==> src/rtl/imm_extend_pipe.sv <==
// Registered immediate extender with a 2-entry skid buffer on a valid/ready handshake.
// Optional saturating illegal-mode counter enabled by defining IMMEXT_ILLEGAL_CNT_EN.
module imm_extend_pipe #(
  parameter int INSTR_W   = 11,
  parameter int EXT_W     = 18,
  parameter int DP_IMM_W  = 4,
  parameter int MEM_IMM_W = 4,
  parameter int BR_SHIFT  = 2
) (
  input  logic               clk,
  input  logic               reset,
  input  logic               in_valid,
  output logic               in_ready,
  input  logic [INSTR_W-1:0] Instr,
  input  logic [2:0]         ImmSrc,
  output logic               out_valid,
  input  logic               out_ready,
  output logic [EXT_W-1:0]   ExtImm,
  output logic               illegal
`ifdef IMMEXT_ILLEGAL_CNT_EN
  ,
  output logic [7:0]         illegal_cnt
`endif
);

  // Handshake: a beat moves when valid && ready at a clk edge; valid never waits on ready,
  // and in_ready is a flop that tracks "skid entry empty" so it never depends on out_ready.
  typedef enum logic [1:0] {
    ST_EMPTY = 2'd0,
    ST_ONE   = 2'd1,
    ST_FULL  = 2'd2
  } state_t;

  state_t           r_state;
  logic [EXT_W-1:0] r_skid_data;
  logic             r_skid_ill;

  logic [EXT_W-1:0] w_ext;
  logic             w_ill;
  logic [EXT_W-1:0] w_sx_instr;
  logic             w_acc;
  logic             w_out;

  assign w_acc      = in_valid & in_ready;
  assign w_out      = out_valid & out_ready;
  assign w_sx_instr = {{(EXT_W-INSTR_W){Instr[INSTR_W-1]}}, Instr};

  always_comb begin
    w_ext = '0;
    w_ill = 1'b0;
    case (ImmSrc)
      3'b000: w_ext = {{(EXT_W-DP_IMM_W){1'b0}}, Instr[DP_IMM_W-1:0]};
      3'b001: w_ext = {{(EXT_W-MEM_IMM_W){1'b0}}, Instr[MEM_IMM_W-1:0]};
      3'b010: w_ext = w_sx_instr << BR_SHIFT;
      3'b011: w_ext = {{(EXT_W-DP_IMM_W){Instr[DP_IMM_W-1]}}, Instr[DP_IMM_W-1:0]};
      3'b100: w_ext = {Instr, {(EXT_W-INSTR_W){1'b0}}};
      default: begin
        w_ext = '0;
        w_ill = 1'b1;
      end
    endcase
  end

  // The main entry is the output register itself; the skid entry only fills when
  // a new beat arrives while main is stalled.
  always_ff @(posedge clk) begin
    if (reset) begin
      r_state     <= ST_EMPTY;
      out_valid   <= 1'b0;
      in_ready    <= 1'b1;
      ExtImm      <= '0;
      illegal     <= 1'b0;
      r_skid_data <= '0;
      r_skid_ill  <= 1'b0;
    end else begin
      case (r_state)
        ST_EMPTY: begin
          if (w_acc) begin
            ExtImm    <= w_ext;
            illegal   <= w_ill;
            out_valid <= 1'b1;
            r_state   <= ST_ONE;
          end
        end
        ST_ONE: begin
          if (w_acc && w_out) begin
            ExtImm  <= w_ext;
            illegal <= w_ill;
          end else if (w_acc) begin
            r_skid_data <= w_ext;
            r_skid_ill  <= w_ill;
            in_ready    <= 1'b0;
            r_state     <= ST_FULL;
          end else if (w_out) begin
            out_valid <= 1'b0;
            r_state   <= ST_EMPTY;
          end
        end
        ST_FULL: begin
          if (w_out) begin
            ExtImm   <= r_skid_data;
            illegal  <= r_skid_ill;
            in_ready <= 1'b1;
            r_state  <= ST_ONE;
          end
        end
        default: begin
          out_valid <= 1'b0;
          in_ready  <= 1'b1;
          r_state   <= ST_EMPTY;
        end
      endcase
    end
  end

`ifdef IMMEXT_ILLEGAL_CNT_EN
  always_ff @(posedge clk) begin
    if (reset) begin
      illegal_cnt <= 8'd0;
    end else if (w_acc && w_ill && (illegal_cnt != 8'hFF)) begin
      illegal_cnt <= illegal_cnt + 8'd1;
    end
  end
`endif

endmodule

==> config.mk <==
export PLATFORM = sky130hd
export DESIGN_NAME = imm_extend_pipe
export DESIGN_NICKNAME = d
export VERILOG_FILES = /design/src/rtl/imm_extend_pipe.sv
export SDC_FILE = /design/constraint.sdc
export NUM_CORES = 1
export LEC_CHECK = 0
export ABC_AREA = 0
export CORE_ASPECT_RATIO = 0.6
export CORE_UTILIZATION = 60
export DETAILED_ROUTE_END_ITERATION = 12
export DONT_BUFFER_PORTS = 1
export GPL_ROUTABILITY_DRIVEN = 0
export PLACE_DENSITY = 0.76
export SLEW_MARGIN = 0
export SYNTH_ARGS = -nofsm -noshare
export SYNTH_HDL_FRONTEND = slang
export SYNTH_SLANG_ARGS = --single-unit
==> constraint.sdc <==
create_clock -name clk -period 2.4 [get_ports clk]
set_clock_uncertainty 0.2 [all_clocks]
set_input_delay 0.36 -clock clk [delete_from_list [all_inputs] [get_ports clk]]
set_output_delay 0.36 -clock clk [all_outputs]
set_load 0.01 [all_outputs]
==> results of run 1 <==
==> area by class of cell <==
type | count | area (um^2)
flip-flops and latches | 42 | 841
multi-input cells | 195 | 1300
clock buffers | 8 | 110
fillers | 317 | 1300
well taps | 47 | 58.8
repair buffers | 5 | 55.1
==> routing by layer <==
layer / part of all wire / up-vias / routed length (um)
met5: 0 / - / 0
met4: 0.013 / 0 / 65
met3: 0.10 / 8 / 537
met2: 0.42 / 74 / 2150
met1: 0.47 / 885 / 2430
li1: - / 909 / -
==> critical path, stage by stage (launching register included) <==
cell and delay, ns:
dfxtp_1 0.42, a21boi_4 0.34, and2_4 0.38, nand3_1 0.11, a21oi_1 0.16, dlygate4sd3_1 0.56
==> kinds of logic (layout without fill, tap and decap cells) <==
family / after synthesis / after routing / share of synthesized area
AO/OA/AOI/OAI: 77 / 77 / 0.275
buffers and inverters: 22 / 13 / 0.0723
AND/OR/NAND/NOR: 115 / 115 / 0.274
multiplexers: 3 / 3 / 0.0131
flip-flops: 42 / 42 / 0.365
==> worst max-delay path by stage <==
stage                          start         endpoint  slack [ns]  cells past startpoint
after detailed placement  r_state[0]        ExtImm[0]        0.44                      4
after global placement    r_state[0]        ExtImm[2]        0.50                      4
after global routing      r_state[0]   r_skid_data[0]        0.03                      5
final                     r_state[0]   r_skid_data[0]        0.17                      5
after CTS                 r_state[0]   r_skid_data[0]        0.13                      5
after floorplan            ImmSrc[0]  r_skid_data[16]        0.77                      5
==> state kept, by name, indices dropped and copies added (netlist names) <==
signal / count
ExtImm: 18
illegal: 1
in_ready: 1
out_valid: 1
r_skid_data: 18
r_skid_ill: 1
r_state: 2
==> placed cells by master (no fill, tap or decap), types with 3 or more instances in the layout <==
master	Yosys	final
clkbuf_8	0	8
a211oi_1	6	6
nor3_2	7	7
nand2b_1	11	11
nand2_1	30	29
nor2_2	7	7
a21oi_1	19	19
o41ai_2	4	4
mux2i_1	3	3
dfxtp_1	42	42
o21ai_0	7	7
nor3_1	11	11
o22ai_1	5	5
a21oi_2	10	10
nand3b_1	6	6
o221ai_1	7	7
nor2_1	28	28
a211oi_2	5	5
==> power by group <==
group / internal (W) / switching, W / total [W]
Clock: 0.000291 / 0.000253 / 0.000544
Combinational: 0.000165 / 0.000252 / 0.000417
Sequential: 0.000772 / 0.0000798 / 0.000851
==> stage by stage <==
stage | setup WS, ns | utilization
floorplan | 0.770 | -
global placement | 0.504 | 0.604
detailed placement | 0.437 | 0.604
CTS | 0.133 | 0.645
global route | 0.0267 | 0.645
finish | 0.171 | 0.645
==> what timing repair did <==
action,in CTS,in global routing
hold endpoints to repair,42,0
setup endpoints to repair,0,1
hold buffers,3,0
resized for setup,0,1
==> flow_summary.toml, run 1 <==
[place]
port_buffers = 0
hpwlAfterDp_um = 3310
dpl_cell_area_um2 = 2210
place_inst = 286

[pwr]
finalPower_w = 0.00181
power.density_nw_per_um2 = 767
irDropWorstVdd_uv = 490
p_leak_nw = 0.791

[timing]
fmax_ghz = 0.449
period_share = 0.929
period_minus_slack_ns = 2.23
setup-tns-final_ns = 0
whs_ns = 0.0126
rsz0062_at_grt = "no"
maxSlewHeadroom = 0.498
finalHoldViolCount = 0
tightest_slew_ns = 0.750
finalSetupViolCount = 0
maxSlewViolCount = 0

[layout]
area_growth_pct = 2.61
drive_gt1_frac = 0.220
antenna_cells = 0
stdcell_count = 297
finalNetCount = 267
fin_area_um2 = 2360

[global_route]
gr-total-overflow = 0
track_usage = 0.282
grt_antenna_before_repair = 0
grt_pass1_wl_um = 8450
grt.busiest_layer = "met1"
grtUsageMet1 = 0.400
use_met3 = 0.115
grt_max_degree = 43
grt_pass1_vias = 1711
use_met2 = 0.380

[worst_hold_path]
holdPathEnd = "r_skid_data[5]"
holdPathStages = 2
hold_class = "in2reg"
hold_start = "ImmSrc[1]"

[synthesis]
yosys.area.top_type = "dfxtp_1"
synth_cell_types = 48
synth_common_cells = "42 x dfxtp_1, 30 x nand2_1, 28 x nor2_1, 19 x a21oi_1"
async_flop_share = 0
syn-num-nets = 277
postSynthCellCount = 259
yosysWarnings = 0
synth_ff_type = "dfxtp_1"
yosysMostFrequentCell = "dfxtp_1"
synth_area_leaders = "dfxtp_1 37%, nand2_1 4.9%, nor2_1 4.6%, a21oi_1 4.1%, a21oi_2 3.8%"
yosysSeqAreaShare = 0.365
ys_ff_latch = 42
synth_top_area_frac = 0.365
synth_edf_count = 0
syn_area_um2 = 2300
avgSynthCellArea_um2 = 8.88

[critical_path]
r2r_start = "r_state[0]"
reg2reg_slack_ns = 0.17
cp-start-kind = "flop"
path_class = "reg2reg"
critical_path.max_fanout = 19
reg2reg_depth = 5
worstPathRequired_ns = 2.45
cp-end-kind = "flop"
worstReg2RegEnd = "r_skid_data[0]"
arrival_ns = 2.28

[cts]
cts.clk_slew.worst_paths_ns = 0.08
cts_tree = "yes"
clkLatencyLatePin_ns = 0.30
numCtsBuffers = 5
h-tree-depth = 2
clock-sinks = 42
cts_setup_buffers = 0
clock_path_buffers = 2
ctsRootBufferMaster = "clkbuf_8"

[status]
status = "finished, final reports clean"

[run]
max_cap_violations = 0

[detailed_routing]
wl_per_cell_um = 17.4
via_per_inst = 6.32
via_count = 1876
drc = 0
drt-total-wl_um = 5180
drtPass1Iterations = 4
drt_iter0_drc = 148
ant_nets = 0

[die]
ioPinCount = 39
die_y_um = 50.0
num_rows = 17
coreArea_um2 = 3660
initial_core_util = 0.629
fp.dieArea_um2 = 4090
die_w_um = 81.9
Power figures use the tool's default switching activity.
==> inputs of run 2 (changes only) <==
- SLEW_MARGIN: 0 -> not set
- clock period: 2.4 -> 2.7 ns (I/O delays scaled with it)
==> run 2 against run 1 <==
Count of clock-buffer cells in the layout fell by 1; cell area shrank 1.2%; setup slack gained 0.53 ns.
==> flow_summary.toml, run 2 (synthesis gave the netlist of run 1 again) <==
[status]
status = "finished, final reports clean"

[detailed_routing]
drt_iter0_drc = 178
ant_nets = 0
wl_per_cell_um = 16.9
drt-total-wl_um = 5010
via_per_inst = 6.16
drtPass1Iterations = 4
drc = 0
via_count = 1823

[critical_path]
reg2reg_depth = 4
worstReg2RegEnd = "r_skid_data[16]"
cp-end-kind = "flop"
cp-start-kind = "flop"
arrival_ns = 2.00
path_cells = "a21boi_4, nand2_1, nor3_1, nor3_2"
reg2reg_slack_ns = 0.70
worstPathRequired_ns = 2.69
path_class = "reg2reg"
critical-path-max-stage-delay_ns = 0.47
critical_path.max_fanout = 20
r2r_start = "r_state[0]"
critPathSlowestCell = "nand2_1"

[pwr]
p_switching_w = 0.000510
irDropWorstVdd_uv = 406
power.density_nw_per_um2 = 664
p_sw_frac = 0.330
seqPwrFrac = 0.488
p_int_w = 0.00104
p_leak_nw = 0.774
finalPower_w = 0.00155
p_comb_frac = 0.234
clkPwrFrac = 0.278

[place]
hpwlAfterDp_um = 3220
pre_cts_slack_ns = 0.758
port_buffers = 0

[global_route]
use_met2 = 0.369
track_usage = 0.274
grt_pass1_wl_um = 8260
grt_antenna_before_repair = 0
gr-total-overflow = 0
grtUsageMet1 = 0.403
grt_max_degree = 40
grt.busiest_layer = "met1"
use_met3 = 0.0704
grt_pass1_vias = 1650

[timing]
maxSlewViolCount = 0
finalHoldViolCount = 0
whs_ns = 0.0106
period_share = 0.742
maxSlewHeadroom = 0.533
setup-tns-final_ns = 0
fmax_ghz = 0.499
rsz0062_at_grt = "no"
tightest_slew_ns = 0.699
period_minus_slack_ns = 2.00
worst_slack_ns = 0.697
finalSetupViolCount = 0

[die]
coreArea_um2 = 3660
die_y_um = 50.0
ioPinCount = 39
die_w_um = 81.9
fp.dieArea_um2 = 4090
initial_core_util = 0.629
num_rows = 17

[cts]
h-tree-depth = 2
clkLatencyLatePin_ns = 0.30
ctsRootBufferMaster = "clkbuf_8"
numCtsBuffers = 5
clock_path_buffers = 2
clock-sinks = 42
cts_setup_buffers = 0
cts.clk_slew.worst_paths_ns = 0.08
hold_buffers = 2
postCtsResizedCells = 0
cts_tree = "yes"

[layout]
final_common_cell = "dfxtp_1"
area_growth_pct = 1.36
reg.largest.list = "ExtImm x18, r_skid_data x18, r_state x2"
drive_gt1_frac = 0.209
mostFrequentLayoutCells = "42 x dfxtp_1, 30 x nand2_1, 28 x nor2_1"
finalNetCount = 266
antenna_cells = 0

[worst_hold_path]
hold_start = "reset"
hold_class = "in2reg"
holdPathEnd = "in_ready"
holdPathStages = 1

[run]
max_cap_violations = 0
-- run 2: power by group through the flow --
stage / sequential (W) / clock [W] / combinational [W]
floorplan: 0.000758 / 0 / 0.000349
global placement: 0.000769 / 0 / 0.000341
detailed placement: 0.000769 / 0 / 0.000345
CTS: 0.000755 / 0.000438 / 0.000362
global route: 0.000765 / 0.000462 / 0.000398
finish: 0.000755 / 0.000430 / 0.000363
-- run 2: layer usage --
metal / vias up / wire length (um)
met2: 70 / 2070
met4: 0 / 75
met5: - / 0
met3: 7 / 434
met1: 831 / 2430
li1: 915 / -
-- run 2: area by class of cell --
cell class	count	area (um^2)
Clock buffer	7	86.3
Timing Repair Buffer	4	47.5
Sequential cell	42	841
Clock inverter	1	5.00
Tap cell	47	58.8
Multi-Input combinational cell	195	1290
Fill cell	317	1330
-- run 2: worst max-delay path, delay by kind of cell (launching register included) --
kind / cells / cell delay (ns)
AND/OR/NAND/NOR: 3 / 0.95
flip-flops: 1 / 0.40
AO/OA/AOI/OAI: 1 / 0.33
-- run 2: worst max-delay path by stage --
stage,start,to
4_1_cts,r_state[0],r_skid_data[16]
6_report,r_state[0],r_skid_data[16]
5_1_grt,r_state[0],r_skid_data[16]
3_5_place_dp,r_state[0],r_skid_data[16]
2_1_floorplan,ImmSrc[0],r_skid_data[16]
3_3_place_gp,r_state[0],r_skid_data[16]
-- run 2: stage by stage --
step / cells / instance area [um^2] / utilization
finish: 296 / 2330 / 0.637
global route: 296 / 2330 / 0.637
CTS: 295 / 2320 / 0.635
detailed placement: 285 / 2200 / 0.602
global placement: 285 / 2200 / 0.602
floorplan: 259 / 2300 / -
==> inputs of run 3 (changes only) <==
- ABC_AREA: 0 -> 1
- clock period: 2.7 -> 2.1 ns (I/O delays scaled with it)
==> run 3 against run 2 <==
Critical path depth up 4; combinational power increased by 81%; global-route usage up 2.0 points; synthesized cell count rose by 36%; wire length is 2.8% higher; via count rose by 14%; sequential share of layout area is 0.058 points lower; maximum frequency grew 9.6%; setup slack worse by 0.42 ns; clock power rose by 85%; cell area grew 0.16%; highest routed layer unchanged; utilization up 5.7 points.
==> flow_summary.toml, run 3 <==
[critical_path]
cp-start-kind = "flop"
worstPathRequired_ns = 2.14
path_cells = "nand2_1, nand2_2, nand2_2, inv_2, nand2_4, nand2_1, nand2_1, nor2_1"
critical_path.max_fanout = 22
worstReg2RegEnd = "ExtImm[11]"
cp_top_family = "simple AND/OR/NAND/NOR gates"
arrival_ns = 1.87
critical-path-max-stage-delay_ns = 0.42
critPathSlowestCell = "dfxtp_1"
cp-end-kind = "flop"
reg2reg_slack_ns = 0.27
reg2reg_depth = 8
crit_top_cell = "nand2_1"
r2r_start = "out_valid"
path_class = "reg2reg"
cp_num_buf_inv = 1

[layout]
stdcell_count = 394
antenna_cells = 0
final_common_cell = "nand2_1"
drive_gt1_frac = 0.0688
area_growth_pct = 6.44
fillerInstances = 301
mostFrequentLayoutCells = "85 x nand2_1, 74 x nor2_1, 42 x dfxtp_1"
finalNetCount = 366
reg.largest.list = "ExtImm x18, r_skid_data x18, r_state x2"

[synthesis]
syn_area_um2 = 2190
yosysSeqAreaShare = 0.383
postSynthCellCount = 352
ys_ff_latch = 42
synth_edf_count = 0
yosys.area.top_type = "dfxtp_1"
yosysMostFrequentCell = "nand2_1"
synth_common_cells = "85 x nand2_1, 74 x nor2_1, 42 x dfxtp_1, 34 x inv_1, 29 x nand3_1"
yosysWarnings = 0
synth_ff_type = "dfxtp_1"
synth_top_area_frac = 0.383
syn-num-nets = 370
synth_area_leaders = "dfxtp_1 38%, nand2_1 15%, nor2_1 13%, nand3_1 6.6%, a21oi_1 6.2%"
async_flop_share = 0
synth_cell_types = 20
avgSynthCellArea_um2 = 6.23

[die]
die_w_um = 80.1
initial_core_util = 0.653
ioPinCount = 39
num_rows = 16
die_y_um = 48.8
coreArea_um2 = 3360
fp.dieArea_um2 = 3910

[worst_hold_path]
hold_class = "in2reg"
hold_start = "Instr[4]"
holdPathEnd = "r_skid_data[6]"
holdPathStages = 2

[detailed_routing]
wl_per_cell_um = 13.1
drtPass1Iterations = 5
via_count = 2076
drt_iter0_drc = 164
via_per_inst = 5.27
drt-total-wl_um = 5150
ant_nets = 0
drc = 0

[global_route]
grt_pass1_wl_um = 8680
gr-total-overflow = 0
track_usage = 0.294
grt_antenna_before_repair = 0
grt_pass1_vias = 1874
grt_max_degree = 40

[pwr]
power.density_nw_per_um2 = 1090
p_leak_nw = 1.14
irDropWorstVdd_uv = 646

[timing]
maxSlewHeadroom = 0.641
finalSetupViolCount = 0
period_share = 0.870
setup-tns-final_ns = 0
finalHoldViolCount = 0
tightest_slew_ns = 0.536
whs_ns = 0.0218
period_minus_slack_ns = 1.83
rsz0062_at_grt = "no"
maxSlewViolCount = 0
fmax_ghz = 0.547

[status]
status = "finished, final reports clean"

[place]
hpwlAfterDp_um = 3460
port_buffers = 0
place_inst = 383

[cts]
postCtsResizedCells = 0
cts_tree = "yes"
ctsRootBufferMaster = "clkbuf_8"
clock_path_buffers = 2
cts.clk_slew.worst_paths_ns = 0.08
cts_setup_buffers = 0
clock-sinks = 42
clkLatencyLatePin_ns = 0.30
h-tree-depth = 2
numCtsBuffers = 5

[run]
max_cap_violations = 0
## run 3: cell types whose count changed after synthesis, moves of 7 or more
cell      before  now
a21oi_1       19   27
a21oi_2       10    0
inv_1          0   34
nand2_1       30   85
nand2b_1      11    0
nand3_1        2   29
nor2_1        28   74
nor3_1        11    1
nor3_2         7    0
o21ai_0        7   17
o21ai_1        2   12
o221ai_1       7    0
## run 3: per-stage QoR
step,worst slack [ns],area (um^2),power (W),util
after floorplan,0.589,2190,0.00167,-
after CTS,0.294,2340,0.00255,0.695
after global placement,0.352,2160,0.00174,0.643
after global routing,0.0855,2340,0.00274,0.695
final,0.272,2340,0.00255,0.695
after detailed placement,0.299,2160,0.00175,0.643
## run 3: report_power, final
group	internal, W	switching, W	leakage, nW
Sequential	0.000951	0.000143	0.345
Clock	0.000507	0.000289	0.0714
Combinational	0.000221	0.000437	0.727
Total	0.00168	0.000869	1.14
## run 3: worst register-to-register path: cells and delay by family, from the launching register on
family,cells,cell delay [ns]
flops,1,0.42
buf+inv,1,0.25
simple gates,7,0.90
## run 3: cell families (layout without fill, tap and decap cells)
| kind of cell | Yosys count | count (layout) | share of synthesized area |
|---|---|---|---|
| and+or+nand+nor | 198 | 198 | 0.370 |
| AOI/OAI and AO/OA | 56 | 56 | 0.128 |
| buffers and inverters | 56 | 53 | 0.119 |
| DFF | 42 | 42 | 0.383 |
## run 3: timing repair
action / CTS / global route
endpoints found under the setup margin: 0 / 0
hold endpoints to repair: 4 / 0
hold buffers: 3 / 0
## run 3: worst max-delay path by stage
stage,from,endpoint,slack [ns],depth (start not counted)
6_report,out_valid,ExtImm[11],0.27,8
5_1_grt,out_valid,ExtImm[10],0.09,8
4_1_cts,out_valid,r_skid_data[1],0.29,5
3_5_place_dp,out_valid,r_skid_data[1],0.30,5
3_3_place_gp,out_valid,r_skid_data[6],0.35,5
2_1_floorplan,out_valid,ExtImm[10],0.59,8
## run 3: per-layer routing
layer  vias to the layer above  global-route usage  routed length (um)
li1                       1095                   -                   -
met4                         0              0.0833                  48
met5                         -                   0                   0
met1                       894               0.455                2590
met3                         5              0.0748                 519
met2                        82               0.396                1990
## run 3: final cells by class
class	instances	area (um^2)	area share
tap	45	56.3	0.0241
clock buffer	6	82.6	0.0354
clock inverter	2	60.1	0.0257
sequential	42	841	0.360
inverter	38	144	0.0616
timing repair buffer	7	60.1	0.0257
multi-input combinational	254	1090	0.468
